`src/rtl/timekeeper_pkg.sv`:
```
// Shared constants, time-bus layout and field helpers for the timekeeper blocks.
package timekeeper_pkg;

    localparam int MODE_CLOCK     = 0;
    localparam int MODE_STOPWATCH = 1;
    localparam int MODE_COUNTDOWN = 2;

    localparam logic [1:0] FLD_SEC  = 2'd0;
    localparam logic [1:0] FLD_MIN  = 2'd1;
    localparam logic [1:0] FLD_HOUR = 2'd2;
    localparam logic [1:0] FLD_NONE = 2'd3;

    localparam int MSEC_MOD = 100;
    localparam int SEC_MOD  = 60;
    localparam int MIN_MOD  = 60;

    localparam int TIME_W   = 25;
    localparam int MSEC_LSB = 0;
    localparam int MSEC_MSB = 6;
    localparam int SEC_LSB  = 7;
    localparam int SEC_MSB  = 12;
    localparam int MIN_LSB  = 13;
    localparam int MIN_MSB  = 18;
    localparam int HOUR_LSB = 19;
    localparam int HOUR_MSB = 24;

    // Field order matches the display bus {hour,min,sec,msec}.
    typedef struct packed {
        logic [5:0] hour;
        logic [5:0] min;
        logic [5:0] sec;
        logic [6:0] msec;
    } time_t;

    // Wrap a single field by +/-1 within 0..max_v, no carry out.
    function automatic logic [5:0] field_adjust(input logic [5:0] v,
                                                input logic [5:0] max_v,
                                                input logic       up);
        if (up) return (v == max_v) ? 6'd0 : v + 6'd1;
        else    return (v == 6'd0) ? max_v : v - 6'd1;
    endfunction

endpackage

```
`src/rtl/timekeeper_core_tick_divider.sv`:
```
// Clock divider producing a one-cycle tick every DIV enabled cycles.
module tick_divider #(
    parameter int DIV = 10
) (
    input  logic clk,
    input  logic reset_n,
    input  logic enable,
    input  logic clear,
    output logic tick
);

    localparam int CW = $clog2(DIV);
    localparam logic [CW-1:0] LAST = CW'(DIV - 1);

    logic [CW-1:0] count;

    // Tick is combinational so the consumer can register it with its own update.
    assign tick = enable && !clear && (count == LAST);

    always_ff @(posedge clk or negedge reset_n) begin
        if (!reset_n) begin
            count <= '0;
        end else if (clear) begin
            count <= '0;
        end else if (enable) begin
            count <= (count == LAST) ? '0 : count + CW'(1);
        end
    end

endmodule

```
`src/rtl/timekeeper_core.sv`:
```
// msec/sec/min/hour counter chain whose personality (clock, stopwatch, countdown) is fixed by MODE.
module timekeeper_core
    import timekeeper_pkg::*;
#(
    parameter int CLK_HZ    = 100_000_000,
    parameter int TICK_HZ   = 100,
    parameter int MODE      = 0,
    parameter int HOUR_MOD  = 24,
    parameter int INIT_HOUR = 12
) (
    input  logic        clk,
    input  logic        reset_n,
    input  logic        run,
    input  logic        stop,
    input  logic        clear,
    input  logic        set_en,
    input  logic [1:0]  field_sel,
    input  logic        inc,
    input  logic        dec,
    output logic [24:0] time_out,
    output logic        running,
    output logic        tick_out,
    output logic        expired
);

    localparam int TICK_DIV = CLK_HZ / TICK_HZ;
    localparam bit IS_CLOCK = (MODE == MODE_CLOCK);
    localparam bit IS_CD    = (MODE == MODE_COUNTDOWN);

    localparam logic [6:0] MSEC_MAX = 7'(MSEC_MOD - 1);
    localparam logic [5:0] SEC_MAX  = 6'(SEC_MOD - 1);
    localparam logic [5:0] MIN_MAX  = 6'(MIN_MOD - 1);
    localparam logic [5:0] HOUR_MAX = 6'(HOUR_MOD - 1);

    localparam time_t RESET_TIME = {(IS_CLOCK ? 6'(INIT_HOUR) : 6'd0), 6'd0, 6'd0, 7'd0};

    time_t cur;
    time_t tick_next;
    time_t adj_next;
    logic  tick;
    logic  advancing;
    logic  is_zero;
    logic  adjust_ok;

    // The clock personality freezes while the user is setting it.
    assign advancing = running && !(IS_CLOCK && set_en);
    assign is_zero   = (cur == '0);
    assign time_out  = cur;

    tick_divider #(.DIV(TICK_DIV)) u_div (
        .clk     (clk),
        .reset_n (reset_n),
        .enable  (advancing),
        .clear   (clear),
        .tick    (tick)
    );

    generate
        if (MODE == MODE_COUNTDOWN) begin : g_down
            always_comb begin
                tick_next = cur;
                if (cur.msec != 7'd0) begin
                    tick_next.msec = cur.msec - 7'd1;
                end else begin
                    tick_next.msec = MSEC_MAX;
                    if (cur.sec != 6'd0) begin
                        tick_next.sec = cur.sec - 6'd1;
                    end else begin
                        tick_next.sec = SEC_MAX;
                        if (cur.min != 6'd0) begin
                            tick_next.min = cur.min - 6'd1;
                        end else begin
                            tick_next.min  = MIN_MAX;
                            tick_next.hour = cur.hour - 6'd1;
                        end
                    end
                end
            end
        end else begin : g_up
            always_comb begin
                tick_next = cur;
                if (cur.msec != MSEC_MAX) begin
                    tick_next.msec = cur.msec + 7'd1;
                end else begin
                    tick_next.msec = '0;
                    if (cur.sec != SEC_MAX) begin
                        tick_next.sec = cur.sec + 6'd1;
                    end else begin
                        tick_next.sec = '0;
                        if (cur.min != MIN_MAX) begin
                            tick_next.min = cur.min + 6'd1;
                        end else begin
                            tick_next.min  = '0;
                            tick_next.hour = (cur.hour == HOUR_MAX) ? 6'd0 : cur.hour + 6'd1;
                        end
                    end
                end
            end
        end
    endgenerate

    assign adjust_ok = set_en && (field_sel != FLD_NONE) && (inc ^ dec)
                       && (IS_CLOCK || (IS_CD && !running));

    always_comb begin
        adj_next = cur;
        case (field_sel)
            FLD_SEC:  adj_next.sec  = field_adjust(cur.sec, SEC_MAX, inc);
            FLD_MIN:  adj_next.min  = field_adjust(cur.min, MIN_MAX, inc);
            FLD_HOUR: adj_next.hour = field_adjust(cur.hour, HOUR_MAX, inc);
            default:  adj_next = cur;
        endcase
    end

    // A countdown tick at zero is the expiry event: value holds, counting stops.
    always_ff @(posedge clk or negedge reset_n) begin
        if (!reset_n) begin
            cur      <= RESET_TIME;
            running  <= IS_CLOCK;
            tick_out <= 1'b0;
            expired  <= 1'b0;
        end else begin
            tick_out <= tick;
            expired  <= IS_CD && tick && is_zero;
            if (clear) begin
                cur     <= RESET_TIME;
                running <= IS_CLOCK;
            end else begin
                if (tick) begin
                    if (!(IS_CD && is_zero)) cur <= tick_next;
                end else if (adjust_ok) begin
                    cur <= adj_next;
                end
                if (!IS_CLOCK) begin
                    if (stop)                          running <= 1'b0;
                    else if (IS_CD && tick && is_zero) running <= 1'b0;
                    else if (run && !(IS_CD && is_zero)) running <= 1'b1;
                end
            end
        end
    end

endmodule

```
`config.mk`:
```
export PLATFORM = sky130hd
export DESIGN_NAME = timekeeper_core
export DESIGN_NICKNAME = d
export VERILOG_FILES = /design/src/rtl/timekeeper_pkg.sv /design/src/rtl/timekeeper_core_tick_divider.sv /design/src/rtl/timekeeper_core.sv
export SDC_FILE = /design/constraint.sdc
export NUM_CORES = 1
export LEC_CHECK = 0
export CELL_PAD_IN_SITES_DETAIL_PLACEMENT = 1
export CELL_PAD_IN_SITES_GLOBAL_PLACEMENT = 2
export CORE_UTILIZATION = 36
export CTS_CLUSTER_DIAMETER = 80
export DETAILED_ROUTE_END_ITERATION = 8
export PLACE_DENSITY_LB_ADDON = 0.1
export RECOVER_POWER = 50
export SYNTH_ARGS = -nofsm -noshare
export SYNTH_HDL_FRONTEND = slang
export SYNTH_SLANG_ARGS = --single-unit
```
`constraint.sdc`:
```
create_clock -name clk -period 3.7 [get_ports clk]
set_input_delay 0.555 -clock clk [delete_from_list [all_inputs] [get_ports clk]]
set_output_delay 0.555 -clock clk [all_outputs]
set_load 0.005 [all_outputs]
```
After elaboration in Yosys (flattened, before gate mapping)

Index checks and enable logic that the tools add are counted.

Bits in registers: 46
Latch bits: 0
RAM bits: 0
Memory bits (read-only): 0
Memories kept: 0

Add/sub/neg operators: 8
Multipliers: 0
Div/mod/pow operators: 0
Order comparisons: 0
Equality and inequality tests: 13
Shift-type cells: 0
Mux-type cells: 24
Bitwise operators: 1
Reduce and logical (&&, ||, !) cells: 19

Operators with widths:

| kind                                                                  | count |
|---|---|
| 6-bit 2-to-1 mux                                                      | 15 |
| 25-bit 2-to-1 mux                                                     | 3 |
| 20-bit 2-to-1 mux                                                     | 3 |
| 20-bit by 1-bit adder with 20-bit output, second input constant       | 1 |
| 20-bit equality test, second input constant                           | 1 |
| 6-bit by 1-bit adder with 6-bit output, second input constant         | 3 |
| 6-bit zero test                                                       | 3 |
| 18-bit 2-to-1 mux                                                     | 1 |
| 6-bit by 1-bit subtractor with 6-bit output, second input constant    | 3 |
| 6-bit equality test, second input constant                            | 2 |
| 12-bit 2-to-1 mux                                                     | 1 |
| 6-bit inequality test, second input constant                          | 2 |
| 3-bit nonzero test                                                    | 4 |
| 3-bit inequality test, second input constant                          | 3 |
| 7-bit by 1-bit adder with 7-bit output, second input constant         | 1 |
| 7-bit 2-to-1 mux                                                      | 1 |
| 7-bit inequality test, second input constant                          | 1 |
| 6-bit by 5-bit equality test with 1-bit output, second input constant | 1 |
| 5-bit AND reduction                                                   | 1 |
| 1-bit logical AND                                                     | 4 |
| 4-bit AND reduction                                                   | 1 |
| 2-bit nonzero test                                                    | 2 |
| 3-bit AND reduction                                                   | 1 |
| 2-bit by 1-bit equality test with 1-bit output, second input constant | 1 |
| other kinds (5)                                                       | 6 |

Logic depth before layout (Yosys ltp)

Depth after elaboration: 7
Depth in mapped cells: 9
Depth with buffers taken out: 8

Hierarchy

A second synthesis with hierarchy kept.

Cells, all modules: 391
Area, all modules: 3280.6 sq um

Modules (own cells, without submodules):

| module          | instances | cells each | area an instance (sq um) |
|---|---|---|---|
| timekeeper_core | 1         | 253        | 2100.8 |
| tick_divider    | 1         | 138        | 1179.9 |

Worst setup path before layout

Ideal clock, no wire load.

Path kind: flip-flop to flip-flop
Start: register u_div.count[7]
End: register u_div.count[19]
Library setup time: 129 ps
Arrival: 2129 ps
Data required time: 3571 ps
Slack: 1442 ps
Stages on the path, launching flop included: 9
Buffers on the path: 2
Clock period less this slack: 2258 ps
Cells stage by stage: dfrtp_1 -> or4b_4 -> nor4_4 -> buf_6 -> a311o_1 -> buf_2 -> nor2_1 -> o21ai_0 -> o41ai_1

Longest elaborated chain between the ends: 4

RTL lines:

| item                                                                             | line                               | text |
|---|---|---|
| start: declaration                                                               | timekeeper_core_tick_divider.sv:15 | `logic [CW-1:0] count;` |
| start signal: assignment                                                         | timekeeper_core_tick_divider.sv:26 | `count <= (count == LAST) ? '0 : count + CW'(1);` |
| 20-bit by 1-bit adder with 20-bit output or 20-bit equality test (tied branches) | timekeeper_core_tick_divider.sv:26 |  |
| 20-bit 2-to-1 mux *                                                              | timekeeper_core_tick_divider.sv:26 |  |
| 20-bit 2-to-1 mux *                                                              | timekeeper_core_tick_divider.sv:25 | `end else if (enable) begin` |
| 20-bit 2-to-1 mux *                                                              | timekeeper_core_tick_divider.sv:23 | `end else if (clear) begin` |

Mark *: on every way between the ends. The rest lies on a longest branch, timed or not. The select of a mux whose other input is x is not followed.
A chain may end at the register's enable or synchronous reset.

Worst setup path in the final report

Start: input set_en
End: register cur, in the netlist time_out[16]

Longest elaborated chain between the ends: 5

RTL lines:

| item                                                                      | line                               | text |
|---|---|---|
| start: declaration                                                        | timekeeper_core.sv:16              | `input logic set_en,` |
| 1-bit zero test                                                           | timekeeper_core.sv:46              | `assign advancing = running && !(IS_CLOCK && set_en);` |
| 1-bit logical AND (2 in series)                                           | timekeeper_core_tick_divider.sv:18 | `assign tick = enable && !clear && (count == LAST);` |
| 3-bit inequality test (no source line), or another cell as far along      | -                                  |  |
| 4-bit AND reduction (no source line) or 25-bit 2-to-1 mux (tied branches) | -                                  |  |
| end signal: assignment                                                    | timekeeper_core.sv:130             | `if (!(IS_CD && is_zero)) cur <= tick_next;` |
| end signal: assignment                                                    | timekeeper_core.sv:132             | `cur <= adj_next;` |
| end: declaration                                                          | timekeeper_core.sv:37              | `time_t cur;` |

Several ways; a longest one is shown, not always the timed one.

==> impl_metrics.json <==
{
  "cp-start-kind": "input port",
  "wire_per_inst_um": 16.7,
  "yosysTopAreaCell": "dfrtp_1",
  "synth-edff-count": 0,
  "area_delta_synth_final_pct": 16.4,
  "grt_util_all_layers_pct": 20.7,
  "path_max_fanout": 17,
  "io_pins": 38,
  "coreArea_mm2": 0.00830,
  "ys_seq_elements": 46,
  "end_kind": "register",
  "syn_area_mm2": 0.00312,
  "yosysUniqueCellTypes": 55,
  "swShare_pct": 34.0,
  "ant_nets": 0,
  "cts_repair_resize_count": 0,
  "avgSynthCellArea_um2": 8.13,
  "via_count": 2944,
  "layout.nets": 430,
  "fin_crit_sh_pct": 75.7,
  "dpl.hpwl_um": 6180,
  "postCtsSetupBuffers": 0,
  "ys_async_sr_fraction_pct": 100,
  "relSlewSlack_pct": -3.87,
  "setup_viol": 0,
  "synth_cells": 384,
  "synth_seq_area_share_pct": 37.0,
  "cts_root_buf": "clkbuf_8",
  "drive_gt1_share_pct": 8.01,
  "grt_start_max_net_pins": 28,
  "finalSetupTns_ps": 0,
  "setup_slack_ps": 900,
  "hold_class": "in2async",
  "synthMostInstantiatedCell": "o21ai_0",
  "rsz0062_at_grt": "false",
  "worstMarginPinSlew_ps": 1560,
  "initial_core_util_pct": 37.6,
  "vdd_drop_max_mv": 0.142,
  "place_congestion": 0.768,
  "die_h_um": 95.1,
  "cp_data_required_time_ps": 3890,
  "power_frac_clock_pct": 26.8,
  "dieWidth_um": 95.1,
  "p_leak_uw": 0.00143,
  "synth_area_leaders": "dfrtp_1 (35%), o21ai_0 (7.7%), nand2_1 (5.2%), nand3_1 (3.8%), a21oi_1 (3.7%)",
  "vias_per_cell": 5.69,
  "seq_power_share_pct": 44.1,
  "skew_ps": 12.4,
  "dieArea_mm2": 0.00904,
  "place_ws_ps": 592,
  "drtPass1Iterations": 4,
  "ys.flop_type": "dfrtp_1",
  "synth.top_cell.area_share_pct": 35.3,
  "ys_top_cells_by_count": "o21ai_0 (48), dfrtp_1 (44), nand2_1 (43)",
  "power_density_mw_per_mm2": 402,
  "cts_sinks": 46,
  "fp-row-count": 33,
  "status": "finished with violations",
  "period_needed_ps": 2800,
  "cts_tree": "done",
  "power.internal_uw": 963,
  "p_switching_uw": 496,
  "cts_buffers": 5,
  "antenna_found_initial": 0,
  "ys_warn_count": 0,
  "grt_pass1_vias": 2973,
  "final_util_pct": 43.8,
  "numPortBuffers": 33,
  "grt_overflow": 0,
  "fmax_mhz": 357,
  "holdBufCountCts": 0,
  "maxCapViolations": 1,
  "syn_nets": 403,
  "clk_latency_ps": 310,
  "arrival_ps": 2990,
  "violations": "capacitance limit, slew limit",
  "p_comb_share_pct": 29.2,
  "htreeDepth": 2,
  "finalMaxSlewViolations": 28,
  "final_hold_viol_count": 0,
  "path_class": "in2reg",
  "grt_pass1_wl_um": 14800,
  "diodes": 0,
  "drt-initial-drc-count": 55,
  "routed_wl_um": 8620,
  "cts_buffer_depth": 2,
  "cts.clk_slew.worst_paths_ps": 100,
  "drc": 0
}
[state kept, by name (all words and copies together), names as in the netlist]
register	cells
time_out	25
u_div.count	20
tick_out	1
[layer usage]
metal	routed length [µm]	part of all wire [%]	track usage (%)	up-vias
met1	4050	47	27.9	1480
li1	-	-	-	1429
met5	0	0	0	-
met2	4300	50	34.7	27
met4	71	0.82	4.29	0
met3	202	2.3	3.27	8
[kinds of logic (layout without fill, tap and decap cells)]
family                     count (synthesis)  in the layout  share of synthesized area (%)
xor gates and xnor gates                  19             19                           5.33
AOI/OAI and AO/OA                        109            109                           21.4
DFF                                       46             46                           37.0
other                                      2              2                          0.241
adders and majority gates                  9              9                           3.61
buffers and inverters                     38             66                           5.81
and+or+nand+nor                          161            161                           26.7
[worst max-delay path, cell delays in order]
cell	delay [ps]
dlygate4sd3_1	660
nor2b_1	120
and2_1	310
a31oi_2	830
a31oi_1	240
a21oi_1	190
o21ai_0	80
[per-stage QoR]
step                total power, µW  instance area, µm²  hold WS (ps)  instances
detailed placement             1090                3530           489        509
global route                   1560                3630           541        517
CTS                            1480                3640           218        517
global placement               1080                3530           476        509
finish                         1460                3630           451        517
floorplan                       909                3120           259        384
[power groups by stage]
stage,clock network (µW),registers (µW),logic [µW]
finish,391,643,426
floorplan,0,606,303
CTS,401,645,435
global route,417,656,484
global placement,0,651,425
detailed placement,0,655,432
[path summary, 6_finish.rpt]
kind | endpoint | cells past startpoint | from | slack, ps
worst max-delay path | time_out[16]$_DFFE_PN0P_ | 7 | set_en | 900
worst min-delay path | time_out[4]$_DFFE_PN0N_ | 1 | reset_n | 450
worst max register to register | u_div.count[9]$_DFFE_PN0P_ | 8 | u_div.count[7]$_DFFE_PN0P_ | 980
worst min register to register | u_div.count[19]$_DFFE_PN0P_ | 1 | u_div.count[19]$_DFFE_PN0P_ | 500
max in group asynchronous | u_div.count[18]$_DFFE_PN0P_ | 2 | reset_n | 1240
min in group clk | u_div.count[19]$_DFFE_PN0P_ | 1 | u_div.count[19]$_DFFE_PN0P_ | 500
[cell usage in the layout (no fill, tap or decap), drive strengths merged, types with 3 or more instances in the layout]
cell type | netlist | routed
o21ai | 53 | 53
dfrtp | 44 | 44
nand2 | 44 | 44
nor2 | 30 | 30
nand3 | 24 | 24
a21oi | 23 | 23
nor3 | 19 | 19
clkdlybuf4s50 | 0 | 19
inv | 15 | 15
dlygate4sd3 | 0 | 13
a31oi | 12 | 12
xnor2 | 11 | 11
ha | 9 | 9
buf | 11 | 9
xor2 | 8 | 8
clkbuf | 12 | 8
and3 | 7 | 7
nor2b | 5 | 5
or4 | 4 | 4
nand4 | 4 | 4
o41ai | 4 | 4
or3 | 4 | 4
or4b | 4 | 4
nand3b | 3 | 3
a311oi | 3 | 3
nor4 | 3 | 3
or2 | 3 | 3
[cell type report]
class | count | area (µm²)
fillers | 1019 | 4670
multi-input cells | 300 | 1790
flip-flops and latches | 46 | 1150
repair buffers | 43 | 395
well taps | 105 | 131
clock buffers | 6 | 72.6
inverters | 15 | 56.3
clock inverters | 2 | 37.5
Power figures use the tool's default switching activity.
